[src/rtl/slice_pkg.sv]
// rtl/slice_pkg.sv - shared constants and write-back entry type for the ALU bit-slice
//
// Purpose: register-file geometry and the single-slice write-back entry layout
// {addr, data, cout, flag_we}, shared by the ALU side and the register file.
// No ports (package).

package slice_pkg;

    localparam int SLICE_ADDR_W = 4;
    localparam int SLICE_NREG   = 16;
    localparam int SLICE_DATA_W = 1;

    typedef struct packed {
        logic [SLICE_ADDR_W-1:0] addr;
        logic [SLICE_DATA_W-1:0] data;
        logic                    cout;
        logic                    flag_we;
    } slice_wb_entry_t;

endpackage

[src/rtl/slice_wb_fifo2.sv]
// rtl/slice_wb_fifo2.sv - generic 2-entry FIFO for the write-back queue
//
// Purpose: two-slot queue; slot 0 is always the head, so a pop shifts slot 1
// down. Push and pop on the same edge keep the occupancy unchanged.
// Ports:
//   clk, rst        clock, synchronous active-high flush
//   push_i, pop_i   enqueue din_i / dequeue head (ignored when empty)
//   din_i           entry to enqueue
//   head_o, tail_o  oldest / newest entry (equal when count_o == 1)
//   count_o         occupancy 0..2

module slice_wb_fifo2 #(
    parameter int W = 8
) (
    input  logic         clk,
    input  logic         rst,
    input  logic         push_i,
    input  logic         pop_i,
    input  logic [W-1:0] din_i,
    output logic [W-1:0] head_o,
    output logic [W-1:0] tail_o,
    output logic [1:0]   count_o
);

    logic [W-1:0] slot0_q, slot0_d;
    logic [W-1:0] slot1_q, slot1_d;
    logic [1:0]   count_q, count_d;
    logic         do_push, do_pop;

    // A push into a full queue is only legal when the head leaves that edge.
    assign do_pop  = pop_i && (count_q != 2'd0);
    assign do_push = push_i && ((count_q != 2'd2) || do_pop);

    always_comb begin
        slot0_d = slot0_q;
        slot1_d = slot1_q;
        count_d = count_q;
        if (count_q == 2'd0) begin
            if (do_push) begin
                slot0_d = din_i;
                count_d = 2'd1;
            end
        end else if (count_q == 2'd1) begin
            if (do_push && do_pop) begin
                slot0_d = din_i;
            end else if (do_push) begin
                slot1_d = din_i;
                count_d = 2'd2;
            end else if (do_pop) begin
                count_d = 2'd0;
            end
        end else begin
            if (do_pop) begin
                slot0_d = slot1_q;
                if (do_push) begin
                    slot1_d = din_i;
                end else begin
                    count_d = 2'd1;
                end
            end
        end
    end

    always_ff @(posedge clk) begin
        if (rst) begin
            slot0_q <= '0;
            slot1_q <= '0;
            count_q <= 2'd0;
        end else begin
            slot0_q <= slot0_d;
            slot1_q <= slot1_d;
            count_q <= count_d;
        end
    end

    assign head_o  = slot0_q;
    assign tail_o  = (count_q == 2'd2) ? slot1_q : slot0_q;
    assign count_o = count_q;

endmodule

[src/rtl/slice_regfile_wb.sv]
// rtl/slice_regfile_wb.sv - write-back register file with carry/zero flags
//
// Purpose: queues ALU results in a 2-entry FIFO, commits the head into one of
// 16 registers when hold is low, updates carry/zero on flagged commits, and
// drives the operand read port.
// Optional feature macro: SLICE_WB_BYPASS_EN (read port forwards pending entries).
// Ports:
//   clk, rst, clr       clock, synchronous reset, synchronous clear (same effect)
//   wb_valid/wb_ready   write-back handshake; wb_addr/wb_data/wb_cout/wb_flag_we payload
//   hold                stall commit
//   rd_addr/rd_data     combinational operand read
//   regs_q              committed registers, register i at [i*WIDTH +: WIDTH]
//   carry_q, zero_q     status flags
//   pend_cnt            pending-queue occupancy

module slice_regfile_wb
    import slice_pkg::*;
#(
    parameter int WIDTH = 1,
    parameter int DEPTH = SLICE_NREG
) (
    input  logic                    clk,
    input  logic                    rst,
    input  logic                    clr,
    input  logic                    wb_valid,
    output logic                    wb_ready,
    input  logic [SLICE_ADDR_W-1:0] wb_addr,
    input  logic [WIDTH-1:0]        wb_data,
    input  logic                    wb_cout,
    input  logic                    wb_flag_we,
    input  logic                    hold,
    input  logic [SLICE_ADDR_W-1:0] rd_addr,
    output logic [WIDTH-1:0]        rd_data,
    output logic [DEPTH*WIDTH-1:0]  regs_q,
    output logic                    carry_q,
    output logic                    zero_q,
    output logic [1:0]              pend_cnt
);

    // Same layout as slice_wb_entry_t, widened to this instance's data width.
    typedef struct packed {
        logic [SLICE_ADDR_W-1:0] addr;
        logic [WIDTH-1:0]        data;
        logic                    cout;
        logic                    flag_we;
    } entry_t;

    localparam int ENTRY_W = $bits(entry_t);

    logic [WIDTH-1:0] regs_mem_q [DEPTH];
    logic [WIDTH-1:0] regs_d     [DEPTH];
    logic             carry_d, zero_d;

    logic             flush, push, commit;
    entry_t           push_entry, head, tail;
    logic [ENTRY_W-1:0] head_raw, tail_raw;

    assign flush = rst || clr;

    // Ready depends only on occupancy and the reset/clear inputs, never on wb_valid.
    assign wb_ready = (pend_cnt != 2'd2) && !flush;
    assign push     = wb_valid && wb_ready;
    assign commit   = (pend_cnt != 2'd0) && !hold;

    assign push_entry = '{addr: wb_addr, data: wb_data, cout: wb_cout, flag_we: wb_flag_we};

    slice_wb_fifo2 #(
        .W (ENTRY_W)
    ) u_fifo (
        .clk     (clk),
        .rst     (flush),
        .push_i  (push),
        .pop_i   (commit),
        .din_i   (push_entry),
        .head_o  (head_raw),
        .tail_o  (tail_raw),
        .count_o (pend_cnt)
    );

    assign head = entry_t'(head_raw);
    assign tail = entry_t'(tail_raw);

    always_comb begin
        regs_d  = regs_mem_q;
        carry_d = carry_q;
        zero_d  = zero_q;
        if (commit) begin
            regs_d[head.addr] = head.data;
            if (head.flag_we) begin
                carry_d = head.cout;
                zero_d  = (head.data == '0);
            end
        end
    end

    always_ff @(posedge clk) begin
        if (flush) begin
            for (int i = 0; i < DEPTH; i++) begin
                regs_mem_q[i] <= '0;
            end
            carry_q <= 1'b0;
            zero_q  <= 1'b0;
        end else begin
            regs_mem_q <= regs_d;
            carry_q    <= carry_d;
            zero_q     <= zero_d;
        end
    end

    always_comb begin
        for (int i = 0; i < DEPTH; i++) begin
            regs_q[i*WIDTH +: WIDTH] = regs_mem_q[i];
        end
    end

`ifdef SLICE_WB_BYPASS_EN
    // Tail is the newest entry, so it is checked last and overrides the head.
    always_comb begin
        rd_data = regs_mem_q[rd_addr];
        if ((pend_cnt == 2'd2) && (head.addr == rd_addr)) begin
            rd_data = head.data;
        end
        if ((pend_cnt != 2'd0) && (tail.addr == rd_addr)) begin
            rd_data = tail.data;
        end
    end
`else
    always_comb begin
        rd_data = regs_mem_q[rd_addr];
    end
`endif

endmodule

[config.mk]
export PLATFORM = sky130hd
export DESIGN_NAME = slice_regfile_wb
export DESIGN_NICKNAME = d
export VERILOG_FILES = /design/src/rtl/slice_pkg.sv /design/src/rtl/slice_wb_fifo2.sv /design/src/rtl/slice_regfile_wb.sv
export SDC_FILE = /design/constraint.sdc
export NUM_CORES = 1
export LEC_CHECK = 0
export BUFFER_PORTS_ARGS = -buffer_cell sky130_fd_sc_hd__buf_4
export CAP_MARGIN = 30
export CORE_UTILIZATION = 53
export DETAILED_ROUTE_END_ITERATION = 16
export HOLD_SLACK_MARGIN = 0.06
export PLACE_DENSITY_LB_ADDON = 0.08
export SETUP_SLACK_MARGIN = 0.15
export SLEW_MARGIN = 20
export SYNTH_ARGS = -nofsm -noshare
export SYNTH_HDL_FRONTEND = slang
export SYNTH_SLANG_ARGS = --single-unit
export TNS_END_PERCENT = 50
[constraint.sdc]
create_clock -name clk -period 1.85 [get_ports clk]
set_input_delay 0.37 -clock clk [delete_from_list [all_inputs] [get_ports clk]]
set_output_delay 0.37 -clock clk [all_outputs]
set_load 0.01 [all_outputs]
== Word level (Yosys, flattened, before mapping) ==
Index checks and enable logic that the tools add are counted.

* Flip-flop bits (word level): 34
* Logic and storage cells: 78
* Output and inout port bits: 22

* Reductions and logical operators: 20
* Eq/ne operators: 7
* Bitwise logic cells: 4
* Muxes and demuxes: 23
* Magnitude comparators: 3

{| class="wikitable"
|+ Operators with widths
! cell !! count
|-
| $mux W7 || 9
|-
| $bwmux W16 || 1
|-
| $mux W2 || 8
|-
| $ge A5 B5 Y1 const B || 2
|-
| $not A4 Y5 || 2
|-
| $logic_and A1 B1 Y1 || 7
|-
| $ne A3 B2 Y1 const B || 2
|-
| $reduce_and A3 Y1 || 2
|-
| $reduce_bool A2 Y1 || 3
|-
| $lt A5 B1 Y1 const B || 1
|-
| $reduce_and A5 Y1 || 1
|-
| $bmux W1 S4 || 1
|-
| $demux W1 S4 || 1
|-
| $ne A2 B2 Y1 const B || 2
|-
| $mux W1 || 3
|-
| $ne A3 B3 Y1 const B || 1
|-
| $reduce_bool A3 Y1 || 1
|-
| $eq A2 B1 Y1 const B || 1
|-
| $logic_not A1 Y1 || 2
|-
| $logic_not A2 Y1 || 1
|-
| $logic_or A1 B1 Y1 || 2
|-
| $ne A2 B1 Y1 const B || 1
|-
| $not A1 Y1 || 2
|-
| $reduce_and A2 Y1 || 1
|}

== Longest topological paths before layout ==
* Depth in word-level cells: 9
* Mapped depth: 6

== Modules after synthesis ==
A second synthesis with hierarchy kept.

* Cell total of the unflattened synthesis: 184
* Area total of the unflattened synthesis: 1879.3 sq um

{| class="wikitable"
|+ Modules (own cells, without submodules)
! module !! seq. area each (sq um) !! area each (sq um) !! instances !! cells each
|-
| slice_regfile_wb || 360.3 || 969.7 || 1 || 97
|-
| slice_wb_fifo2 || 320.3 || 909.6 || 1 || 87
|}

== Least setup slack after synthesis ==
OpenSTA, ideal clock, no wires.

* Path type: input to output
* Start point: in clr
* End point: out wb_ready
* Cell stages on the path: 3
* Arrival time: 1.203 ns
* Data required time: 1.480 ns
* Path buffers: 1
* Setup slack: 0.277 ns
* Cells stage by stage: nor2_1 clkbuf_1 o21a_1

* Word-level cells in the longest chain between the ends: 3

{| class="wikitable"
|+ Ends and longest elaborated chain
! element !! line !! text
|-
| start: declaration || slice_regfile_wb.sv:24 || <nowiki>input logic clr,</nowiki>
|-
| $logic_or A1 B1 Y1 || slice_regfile_wb.sv:58 || <nowiki>assign flush = rst || clr;</nowiki>
|-
| $logic_not A1 Y1 || slice_regfile_wb.sv:61 || <nowiki>assign wb_ready = (pend_cnt != 2'd2) && !flush;</nowiki>
|-
| $logic_and A1 B1 Y1 || slice_regfile_wb.sv:61 ||
|-
| end: declaration || slice_regfile_wb.sv:26 || <nowiki>output logic wb_ready,</nowiki>
|}

No other way between the ends.

== Worst setup path in the final report ==
* Start point: reg regs_mem_q, in the netlist regs_q[7]
* End point: out rd_data

* Word-level cells in the longest chain between the ends: 3

{| class="wikitable"
|+ Ends and longest elaborated chain
! element !! line !! text
|-
| start: declaration || slice_regfile_wb.sv:50 || <nowiki>logic [WIDTH-1:0] regs_mem_q [DEPTH];</nowiki>
|-
| start signal: assignment || slice_regfile_wb.sv:104 || <nowiki>regs_mem_q <= regs_d;</nowiki>
|-
| $bmux W1 S4 || slice_regfile_wb.sv:129 || <nowiki>rd_data = regs_mem_q[rd_addr];</nowiki>
|-
| $mux W1 (not written as such) (2 in series) || slice_regfile_wb.sv:129 ||
|-
| end: declaration || slice_regfile_wb.sv:33 || <nowiki>output logic [WIDTH-1:0] rd_data,</nowiki>
|}

No other way between the ends. The select of a mux whose other input is x is not followed.

==> summary.json <==
{
  "reg2reg_slack_ps": 350,
  "finalWirelength_um": 3989,
  "gp_congestion": 0.8002,
  "preCtsSetupSlack_ps": 97.04,
  "die-area_um2": 3483,
  "worst_r2r_endpoint": "u_fifo.slot1_q[0]",
  "worst_ep_arrival_time_ps": 1530,
  "synthesized_netlist_net_count": 199,
  "crit_fanout": 2,
  "layout_min_cycle_time_ps": 1901,
  "insertedDiodeCount": 0,
  "die_width_um": 59.02,
  "crit_path_setup_slack_layout_ps": -50.90,
  "dpl.hpwl_um": 2866,
  "netlist_top_cells_count": "34 x dfxtp_1, 18 x mux2i_1, 18 x nand2_1",
  "setup_violations": 1,
  "synth_seq_cells": 34,
  "compound_gate_fraction_of_synth_area": 0.1685,
  "finalCritPeriodShare": 1.028,
  "route.detailed.vias_per_inst": 5.805,
  "worst_slew_pin_slew_ps": 530.0,
  "layout.core_utilization": 0.6821,
  "clock.fmax_ghz": 0.5261,
  "hold_path_startpoint": "wb_addr[3]",
  "p_leak_nw": 0.8254,
  "synth_top_area_cell": "dfxtp_1",
  "synth.yosys.seq_area_share": 0.3951,
  "critPathKind": "flip-flop to primary output",
  "htreeDepth": 2,
  "placement.io_buffers": 37,
  "yosys_most_used_dff": "dfxtp_1",
  "place_area_um2": 1996,
  "p_per_area_nw_per_um2": 665.1,
  "violations": "setup timing",
  "synthArstFlopShare": 0,
  "synthXorXnorAreaFrac": 0.01525,
  "cts_buffer_depth": 2,
  "core_area_um2": 3078,
  "synth_enable_flop_cells": 0,
  "timing.final.hold_violations": 0,
  "post_synth_fa_ha_maj_area_fraction": 0,
  "worst_slew_margin_rel": 0.6454,
  "clk_pin_slew_ps": 110,
  "synth.most_common_cell": "dfxtp_1",
  "ys_top_cells_by_area": "dfxtp_1 40%, mux2i_1 10%, a211oi_1 6.5%",
  "drt_iter0_drc": 71,
  "drt-wirelength-per-cell_um": 15.23,
  "layout-area-overhead-vs-synth_pct": 21.86,
  "first_global_vias": 1376,
  "grtUsageTotal": 0.2589,
  "synth.distinct_cells": 31,
  "synth_area_per_cell_um2": 9.415,
  "cp-start-kind": "flip-flop",
  "vias": 1521,
  "result_of_the_run": "finished with violations",
  "worstSkewPairLatency_ps": 360,
  "holdBufCountCts": 0,
  "ys.warnings.count": 0,
  "worst_ep_required_time_ps": 1480,
  "grt_pass1_wl_um": 6644,
  "timing.hold.worst.class": "input pin to flip-flop",
  "synth_mux_area_frac": 0.2026,
  "syn-instance-count": 183,
  "synth.top_cell.area_share": 0.3951,
  "row_count": 20,
  "die_h_um": 59.02,
  "crit_path_end_kind": "primary output",
  "fin_skew_ps": 15.30,
  "worstHoldEndpoint": "u_fifo.slot1_q[6]",
  "grt_max_degree": 19,
  "post-route-drc-count": 0,
  "syn_area_um2": 1723,
  "fin_nets": 233,
  "rsz0062_at_grt": "yes",
  "synth_area_in_simple_gates": 0.1576,
  "route.antenna.remaining_nets": 0,
  "fin_max_slew_vios": 0,
  "synth_top_family_by_area": "multiplexers",
  "worstRegToRegCells": 4,
  "holdPathStages": 3,
  "clock_sink_count": 34,
  "layout-drive-gt1-share": 0.3394,
  "tritoncts.num_buffers": 5,
  "floorplan.initialDensity": 0.5598,
  "gr-total-overflow": 0,
  "start_of_the_worst_register_to_register_path": "u_fifo.count_o[1]",
  "drt-pass1-iter-count": 4,
  "number_of_antenna_violations_at_the_first_check_in_global_routing": 0,
  "cts-root-buf": "clkbuf_4",
  "finalInstanceArea_um2": 2100,
  "tritoncts": "done",
  "timing.max_cap.violations": 0,
  "floorplan.io_pins": 38,
  "worst_ir_drop_vdd_mv": 0.5937
}
[cell type report]
cell class / instances / area (µm²)
Fill cell: 262 / 978.4
Tap cell: 44 / 55.05
Multi-Input combinational cell: 127 / 937.1
Timing Repair Buffer: 41 / 307.8
Inverter: 8 / 30.03
Clock buffer: 8 / 78.83
Sequential cell: 34 / 690.7
[cell usage in the layout, fill, tap and decap left out]
cell,n
nor2_1,3
and4bb_2,1
xnor2_1,2
nand4_1,11
o31ai_1,1
o211ai_1,2
o21a_1,2
clkbuf_8,3
a21o_4,1
o21bai_2,1
clkbuf_4,5
buf_4,41
mux4_2,4
dfxtp_2,8
nor2b_1,2
a211oi_1,15
a21oi_1,10
mux2i_1,18
o21ai_0,9
nand2_1,18
nand4bb_1,1
xor2_1,1
or3b_1,1
nand3_1,12
o21ba_2,1
dfxtp_1,26
inv_2,1
mux2_2,7
nor4_1,2
inv_1,7
or2_2,1
a311oi_1,1
[what timing repair did]
| item | CTS | global route |
|---|---|---|
| endpoints found under the setup margin | 2 | 2 |
| buffers inserted | 2 | 0 |
| gates resized for setup | 3 | 6 |
[state kept, by name (all words and copies together), names as in the netlist]
name,cells
carry_q,1
u_fifo.count_o,2
zero_q,1
regs_q,16
u_fifo.slot1_q,7
u_fifo.head_o,7
[worst max-delay path: stages, from the launching register on]
cell     delay [ps]
dfxtp_2         340
mux4_2          470
mux2i_1         140
mux2i_1          90
buf_4           140
[per-layer routing]
layer  up-vias  wire length [µm]  GRT usage
li1        745                 -          -
met1       725              1914     0.3625
met2        44              1809     0.3880
met3         7               212    0.07205
met4         0                53    0.08163
met5         -                 0          0
[worst max path at each step]
| stage | from | end | slack [ps] |
|---|---|---|---|
| after floorplan | clr | wb_ready | 280 |
| after global placement | rd_addr[0] | rd_data | 140 |
| after detailed placement | rd_addr[0] | rd_data | 100 |
| after CTS | regs_q[7] | rd_data | -60 |
| after global routing | regs_q[11] | rd_data | -110 |
| final | regs_q[7] | rd_data | -50 |
[logic make-up after synthesis]
family	Yosys count
and+or+nand+nor	52
AOI/OAI and AO/OA	43
DFF	34
muxes	29
buffers and inverters	22
xor gates and xnor gates	3
[stage by stage]
step / hold slack, ps / std cells / TNS, ps / total power, W
after floorplan: 430.0 / 183 / 0 / 0.0008338
after global placement: 449.5 / 252 / 0 / 0.0008751
after detailed placement: 466.0 / 252 / 0 / 0.0008800
after CTS: 271.4 / 262 / -56.65 / 0.001393
after global routing: 279.1 / 262 / -112.3 / 0.001440
final: 270.3 / 262 / -50.90 / 0.001396
[power breakdown]
group          leakage (nW)  total [W]  internal (W)  switching, W
clock network        0.0446   0.000531      0.000260      0.000272
logic                 0.502   0.000119     0.0000554     0.0000634
registers             0.278   0.000746      0.000737    0.00000924
Power figures use the tool's default switching activity.
